`src/rtl/bf_sequencer.sv`:
```
// Brainfuck execution controller: sequences opcodes from external program memory,
// steers the data cursor and write port, and runs byte I/O handshakes.
module bf_sequencer #(
  parameter int ADDR_W  = 16,
  parameter int DEPTH_W = 16
) (
  input  logic              clk,
  input  logic              reset,
  input  logic [3:0]        prg,
  input  logic [7:0]        mem,
  output logic [ADDR_W-1:0] pc,
  output logic [ADDR_W-1:0] cursor,
  output logic [7:0]        out,
  output logic              we,
  output logic [7:0]        io_data,
  output logic              io_valid,
  input  logic              io_ready,
  input  logic [7:0]        in_data,
  input  logic              in_valid,
  output logic              in_ready,
  output logic              halted,
  output logic              error
);

  typedef enum logic [3:0] {
    S_LOAD       = 4'd0,
    S_EXEC       = 4'd1,
    S_SKIPF_LOAD = 4'd2,
    S_SKIPF      = 4'd3,
    S_SKIPB_LOAD = 4'd4,
    S_SKIPB      = 4'd5,
    S_OUT_WAIT   = 4'd6,
    S_IN_WAIT    = 4'd7,
    S_HALT       = 4'd8
  } state_t;

  localparam logic [3:0] OP_HALT  = 4'd0;
  localparam logic [3:0] OP_RIGHT = 4'd1;
  localparam logic [3:0] OP_LEFT  = 4'd2;
  localparam logic [3:0] OP_INC   = 4'd3;
  localparam logic [3:0] OP_DEC   = 4'd4;
  localparam logic [3:0] OP_OUT   = 4'd5;
  localparam logic [3:0] OP_IN    = 4'd6;
  localparam logic [3:0] OP_OPEN  = 4'd7;
  localparam logic [3:0] OP_CLOSE = 4'd8;

  localparam logic [ADDR_W-1:0]  ADDR_ZERO = {ADDR_W{1'b0}};
  localparam logic [ADDR_W-1:0]  ADDR_ONE  = {{(ADDR_W-1){1'b0}}, 1'b1};
  localparam logic [DEPTH_W-1:0] DEPTH_ONE = {{(DEPTH_W-1){1'b0}}, 1'b1};
  localparam logic [DEPTH_W-1:0] DEPTH_MAX = {DEPTH_W{1'b1}};

  state_t              state_r, state_s;
  logic [ADDR_W-1:0]   pc_r, pc_s;
  logic [ADDR_W-1:0]   cursor_r, cursor_s;
  logic [7:0]          out_r, out_s;
  logic                we_r, we_s;
  logic [7:0]          io_data_r, io_data_s;
  logic                io_valid_r, io_valid_s;
  logic                in_ready_r, in_ready_s;
  logic                halted_r, halted_s;
  logic                error_r, error_s;
  logic [DEPTH_W-1:0]  depth_r, depth_s;

  assign pc       = pc_r;
  assign cursor   = cursor_r;
  assign out      = out_r;
  assign we       = we_r;
  assign io_data  = io_data_r;
  assign io_valid = io_valid_r;
  assign in_ready = in_ready_r;
  assign halted   = halted_r;
  assign error    = error_r;

  // Next-state and output decode; every register holds unless a branch changes it.
  always_comb begin
    state_s    = state_r;
    pc_s       = pc_r;
    cursor_s   = cursor_r;
    out_s      = out_r;
    we_s       = 1'b0;
    io_data_s  = io_data_r;
    io_valid_s = io_valid_r;
    in_ready_s = in_ready_r;
    halted_s   = halted_r;
    error_s    = error_r;
    depth_s    = depth_r;

    case (state_r)
      S_LOAD: begin
        state_s = S_EXEC;
      end

      S_EXEC: begin
        case (prg)
          OP_HALT: begin
            halted_s = 1'b1;
            state_s  = S_HALT;
          end
          OP_RIGHT: begin
            cursor_s = cursor_r + ADDR_ONE;
            pc_s     = pc_r + ADDR_ONE;
            state_s  = S_LOAD;
          end
          OP_LEFT: begin
            cursor_s = cursor_r - ADDR_ONE;
            pc_s     = pc_r + ADDR_ONE;
            state_s  = S_LOAD;
          end
          OP_INC: begin
            out_s   = mem + 8'd1;
            we_s    = 1'b1;
            pc_s    = pc_r + ADDR_ONE;
            state_s = S_LOAD;
          end
          OP_DEC: begin
            out_s   = mem - 8'd1;
            we_s    = 1'b1;
            pc_s    = pc_r + ADDR_ONE;
            state_s = S_LOAD;
          end
          OP_OUT: begin
            io_data_s  = mem;
            io_valid_s = 1'b1;
            state_s    = S_OUT_WAIT;
          end
          OP_IN: begin
            in_ready_s = 1'b1;
            state_s    = S_IN_WAIT;
          end
          OP_OPEN: begin
            pc_s = pc_r + ADDR_ONE;
            if (mem == 8'd0) begin
              depth_s = DEPTH_ONE;
              state_s = S_SKIPF_LOAD;
            end else begin
              state_s = S_LOAD;
            end
          end
          OP_CLOSE: begin
            if (mem == 8'd0) begin
              pc_s    = pc_r + ADDR_ONE;
              state_s = S_LOAD;
            end else if (pc_r == ADDR_ZERO) begin
              // a ']' at address 0 can never have a matching '[' before it
              error_s  = 1'b1;
              halted_s = 1'b1;
              state_s  = S_HALT;
            end else begin
              depth_s = DEPTH_ONE;
              pc_s    = pc_r - ADDR_ONE;
              state_s = S_SKIPB_LOAD;
            end
          end
          default: begin
            pc_s    = pc_r + ADDR_ONE;
            state_s = S_LOAD;
          end
        endcase
      end

      S_SKIPF_LOAD: begin
        state_s = S_SKIPF;
      end

      S_SKIPF: begin
        case (prg)
          OP_HALT: begin
            error_s  = 1'b1;
            halted_s = 1'b1;
            state_s  = S_HALT;
          end
          OP_OPEN: begin
            if (depth_r == DEPTH_MAX) begin
              error_s  = 1'b1;
              halted_s = 1'b1;
              state_s  = S_HALT;
            end else begin
              depth_s = depth_r + DEPTH_ONE;
              pc_s    = pc_r + ADDR_ONE;
              state_s = S_SKIPF_LOAD;
            end
          end
          OP_CLOSE: begin
            depth_s = depth_r - DEPTH_ONE;
            pc_s    = pc_r + ADDR_ONE;
            if (depth_r == DEPTH_ONE) begin
              state_s = S_LOAD;
            end else begin
              state_s = S_SKIPF_LOAD;
            end
          end
          default: begin
            pc_s    = pc_r + ADDR_ONE;
            state_s = S_SKIPF_LOAD;
          end
        endcase
      end

      S_SKIPB_LOAD: begin
        state_s = S_SKIPB;
      end

      S_SKIPB: begin
        case (prg)
          OP_CLOSE: begin
            if ((depth_r == DEPTH_MAX) || (pc_r == ADDR_ZERO)) begin
              error_s  = 1'b1;
              halted_s = 1'b1;
              state_s  = S_HALT;
            end else begin
              depth_s = depth_r + DEPTH_ONE;
              pc_s    = pc_r - ADDR_ONE;
              state_s = S_SKIPB_LOAD;
            end
          end
          OP_OPEN: begin
            depth_s = depth_r - DEPTH_ONE;
            if (depth_r == DEPTH_ONE) begin
              pc_s    = pc_r + ADDR_ONE;
              state_s = S_LOAD;
            end else if (pc_r == ADDR_ZERO) begin
              error_s  = 1'b1;
              halted_s = 1'b1;
              state_s  = S_HALT;
            end else begin
              pc_s    = pc_r - ADDR_ONE;
              state_s = S_SKIPB_LOAD;
            end
          end
          default: begin
            if (pc_r == ADDR_ZERO) begin
              error_s  = 1'b1;
              halted_s = 1'b1;
              state_s  = S_HALT;
            end else begin
              pc_s    = pc_r - ADDR_ONE;
              state_s = S_SKIPB_LOAD;
            end
          end
        endcase
      end

      S_OUT_WAIT: begin
        if (io_ready) begin
          io_valid_s = 1'b0;
          pc_s       = pc_r + ADDR_ONE;
          state_s    = S_LOAD;
        end else begin
          state_s = S_OUT_WAIT;
        end
      end

      S_IN_WAIT: begin
        if (in_valid) begin
          out_s      = in_data;
          we_s       = 1'b1;
          in_ready_s = 1'b0;
          pc_s       = pc_r + ADDR_ONE;
          state_s    = S_LOAD;
        end else begin
          state_s = S_IN_WAIT;
        end
      end

      S_HALT: begin
        state_s = S_HALT;
      end

      default: begin
        // unreachable encoding: stop safely and flag it
        error_s  = 1'b1;
        halted_s = 1'b1;
        state_s  = S_HALT;
      end
    endcase
  end

  // State and output registers with synchronous reset.
  always_ff @(posedge clk) begin
    if (reset) begin
      state_r    <= S_LOAD;
      pc_r       <= ADDR_ZERO;
      cursor_r   <= ADDR_ZERO;
      out_r      <= 8'd0;
      we_r       <= 1'b0;
      io_data_r  <= 8'd0;
      io_valid_r <= 1'b0;
      in_ready_r <= 1'b0;
      halted_r   <= 1'b0;
      error_r    <= 1'b0;
      depth_r    <= {DEPTH_W{1'b0}};
    end else begin
      state_r    <= state_s;
      pc_r       <= pc_s;
      cursor_r   <= cursor_s;
      out_r      <= out_s;
      we_r       <= we_s;
      io_data_r  <= io_data_s;
      io_valid_r <= io_valid_s;
      in_ready_r <= in_ready_s;
      halted_r   <= halted_s;
      error_r    <= error_s;
      depth_r    <= depth_s;
    end
  end

endmodule

```
`config.mk`:
```
export PLATFORM = sky130hd
export DESIGN_NAME = bf_sequencer
export DESIGN_NICKNAME = d
export VERILOG_FILES = /design/src/rtl/bf_sequencer.sv
export SDC_FILE = /design/constraint.sdc
export NUM_CORES = 1
export LEC_CHECK = 0
export ABC_AREA = 1
export BUFFER_PORTS_ARGS = -buffer_cell sky130_fd_sc_hd__buf_4
export CORE_ASPECT_RATIO = 1.75
export CORE_MARGIN = 5
export CORE_UTILIZATION = 60
export DETAILED_ROUTE_END_ITERATION = 8
export MAX_ROUTING_LAYER = met4
export PLACE_DENSITY = 0.79
export SYNTH_ARGS = -nofsm -noshare
export SYNTH_HDL_FRONTEND = slang
export SYNTH_SLANG_ARGS = --single-unit
```
`constraint.sdc`:
```
create_clock -name clk -period 2.6 [get_ports clk]
set_input_delay 0.13 -clock clk [delete_from_list [all_inputs] [get_ports clk]]
set_output_delay 0.13 -clock clk [all_outputs]
set_load 0.01 [all_outputs]
```
==> results.json <==
{
  "fin_nets": 1284,
  "synth_nets": 1214,
  "fin_ws_ps": 246,
  "netlist_area_um2": 6800,
  "worstPathRequired_ps": 2880,
  "ys_warn_count": 0,
  "htree_levels": 3,
  "max_stage_delay_ps": 730,
  "cts_max_path_buffers": 2,
  "startpoint_type": "register",
  "crit_chain": "inv_2 > nand2_2 > nor2_4 > nor2_1 > nand2_1 > nand2_1 > clkinv_1 > nand2_1 > nor2_1 > nor2_1 > nor2_1",
  "die_area_um2": 13600,
  "grt_pass1_vias": 7663,
  "grt_max_degree": 32,
  "grt_overflow": 0,
  "dp_hpwl_mm": 16.7,
  "crit_slowest_cell": "nor2_1",
  "finalMaxSlewViolations": 0,
  "crit_type": "register to register",
  "synth.distinct_cells": 43,
  "gp_congestion": 0.979,
  "power-per-cell-area_nw_per_um2": 548,
  "reg2reg_slack_ps": 250,
  "rsz0062_at_grt": "false",
  "maxCapViolations": 0,
  "drcViolationCount": 0,
  "endpoint_kind": "register",
  "hold_path_class": "primary input to register",
  "layout_commonest_cell": "nand2_1",
  "final_hold_viol_count": 0,
  "skew_ps": 7.05,
  "drtAntennaViolNets": 0,
  "post_cts_buffers": 0,
  "p_leak_uw": 0.00391,
  "max_slew_margin_pct": 35.9,
  "post-place-ws_ps": 201,
  "first_pass_iters": 6,
  "r2r-end": "depth_r[6]$_SDFFE_PP0P_",
  "ctsResizeCount": 0,
  "pin_count": 77,
  "syn_area_per_cell_um2": 5.84,
  "ff_latch_area_um2": 1460,
  "insertion_delay_ps": 340,
  "die_h_um": 151,
  "wl_per_cell_um": 15.8,
  "holdPathEnd": "out[1]$_SDFFE_PP0P_",
  "vias_per_cell": 5.74,
  "final_cell_mix": "288 x nand2_1, 200 x nor2_1, 122 x inv_1, 106 x nand3_1, 99 x buf_4",
  "tritoncts": "yes",
  "status": "finished clean",
  "setup_tns_ps": 0,
  "antenna_cells": 0,
  "yosys_most_used_dff": "dfxtp_1",
  "async_flop_share_pct": 0,
  "n_fill_cell": 1074,
  "critical_path.max_fanout": 14,
  "drive_above_1_share_pct": 14.0,
  "fin_crit_sh_pct": 90.5,
  "grt_use_total_pct": 33.0,
  "clock-root-buffer": "clkbuf_16",
  "grt_pass1_wl_mm": 35.7,
  "fp.coreArea_um2": 11100,
  "worstPathArrival_ps": 2630,
  "core.rowCount": 51,
  "routed_wl_mm": 21.6,
  "cts.sink_count": 73,
  "vias": 7857,
  "ir_worst_vdd_mv": 0.487,
  "cts_made_buffers": 9,
  "holdWs_ps": 37.6,
  "io_buffer_count": 76,
  "worst_pin_slew_ps": 959,
  "min_from": "in_data[1]",
  "fp.dieW_um": 90.4,
  "initial_core_util_pct": 61.2,
  "cp_common_cell": "nor2_1",
  "synth-seq-cells": 73,
  "ys_seq_area_share_pct": 21.5,
  "multi_input_area_um2": 4580,
  "cts.reportedPaths.clkPinSlew_ps": 70,
  "max_clock_freq_mhz": 425,
  "r2r_cells": 11,
  "area_growth_pct": 15.2,
  "grt_antenna_before_repair": 0,
  "dr.first_iter.drc_count": 610,
  "fin_crit_ps": 2350,
  "holdPathStages": 3,
  "rr_startpoint": "state_r[1]$_SDFF_PP0_",
  "synthCells": 1163,
  "synth_edf_count": 0,
  "setup_viol": 0
}
[stage by stage]
stage          cells  cell area, um^2  utilization [%]  total power, uW
3_3_place_gp    1353             7470             67.2             2780
3_5_place_dp    1353             7470             67.2             2790
2_1_floorplan   1163             6800                -             2370
5_1_grt         1370             7830             70.5             4560
6_report        1370             7830             70.5             4290
4_1_cts         1370             7830             70.5             4290
[repair_timing]
item | CTS | global route
endpoints found under the hold margin | 1 | 0
setup endpoints to repair | 0 | 0
hold buffers | 1 | 0
[registers in the layout, summed over array words and instances (netlist names)]
| register | count |
|---|---|
| cursor | 16 |
| out | 8 |
| depth_r | 16 |
| io_data | 8 |
| io_valid | 1 |
| state_r | 4 |
| we | 1 |
| pc | 16 |
| halted | 1 |
| error | 1 |
| in_ready | 1 |
[where the power goes]
group / switching (uW) / internal (uW)
Clock: 546 / 948
Sequential: 118 / 1200
Combinational: 937 / 537
Total: 1600 / 2690
[logic make-up after synthesis]
group	Yosys count	share of synthesized area (%)
AOI/OAI and AO/OA	157	12.5
buffers and inverters	178	11.1
xor gates and xnor gates	35	4.51
and+or+nand+nor	693	45.3
adders and majority gates	27	5.19
DFF	73	21.5
[worst max-delay path: cells and delay by family (launching register included)]
family / cells / cell delay, ps
buf+inv: 2 / 170
simple gates: 9 / 1730
flops: 1 / 380
[synthesized netlist by cell type (9+ instances only)]
| master | n | area (um^2) |
|---|---|---|
| inv_2 | 13 | 48.8 |
| a21oi_1 | 58 | 290 |
| o21ai_0 | 63 | 315 |
| nor2_1 | 200 | 751 |
| nand2_1 | 288 | 1080 |
| nor3_1 | 9 | 45.0 |
| dfxtp_1 | 73 | 1460 |
| ha_1 | 25 | 313 |
| nor2_2 | 10 | 62.6 |
| nand4_1 | 37 | 231 |
| o21ai_1 | 13 | 65.1 |
| xor2_1 | 29 | 254 |
| nand2_2 | 10 | 62.6 |
| inv_1 | 122 | 458 |
| buf_2 | 22 | 110 |
| nand3_1 | 106 | 531 |
[layer usage]
metal | track usage [%] | share of wire [%]
met1 | 32.9 | 36
met2 | 59.6 | 53
met3 | 4.47 | 4.9
met4 | 21.8 | 6.5
met5 | - | 0
[worst max-delay path by stage]
stage                               start                        to
finish              state_r[1]$_SDFF_PP0_   depth_r[6]$_SDFFE_PP0P_
global route        state_r[1]$_SDFF_PP0_  depth_r[11]$_SDFFE_PP0P_
CTS                 state_r[1]$_SDFF_PP0_   depth_r[6]$_SDFFE_PP0P_
detailed placement                 prg[3]    cursor[8]$_SDFFE_PP0P_
global placement                   prg[3]    cursor[8]$_SDFFE_PP0P_
floorplan                          prg[3]    cursor[9]$_SDFFE_PP0P_
[cell type report]
type / instances / share of cell area (%)
inverter: 137 / 6.57
clock buffer: 9 / 2.88
timing repair buffer: 100 / 9.62
sequential: 73 / 18.7
clock inverter: 7 / 1.60
tap: 132 / 2.11
multi-input combinational: 912 / 58.5
No activity file was read; power rests on OpenSTA's default activity.
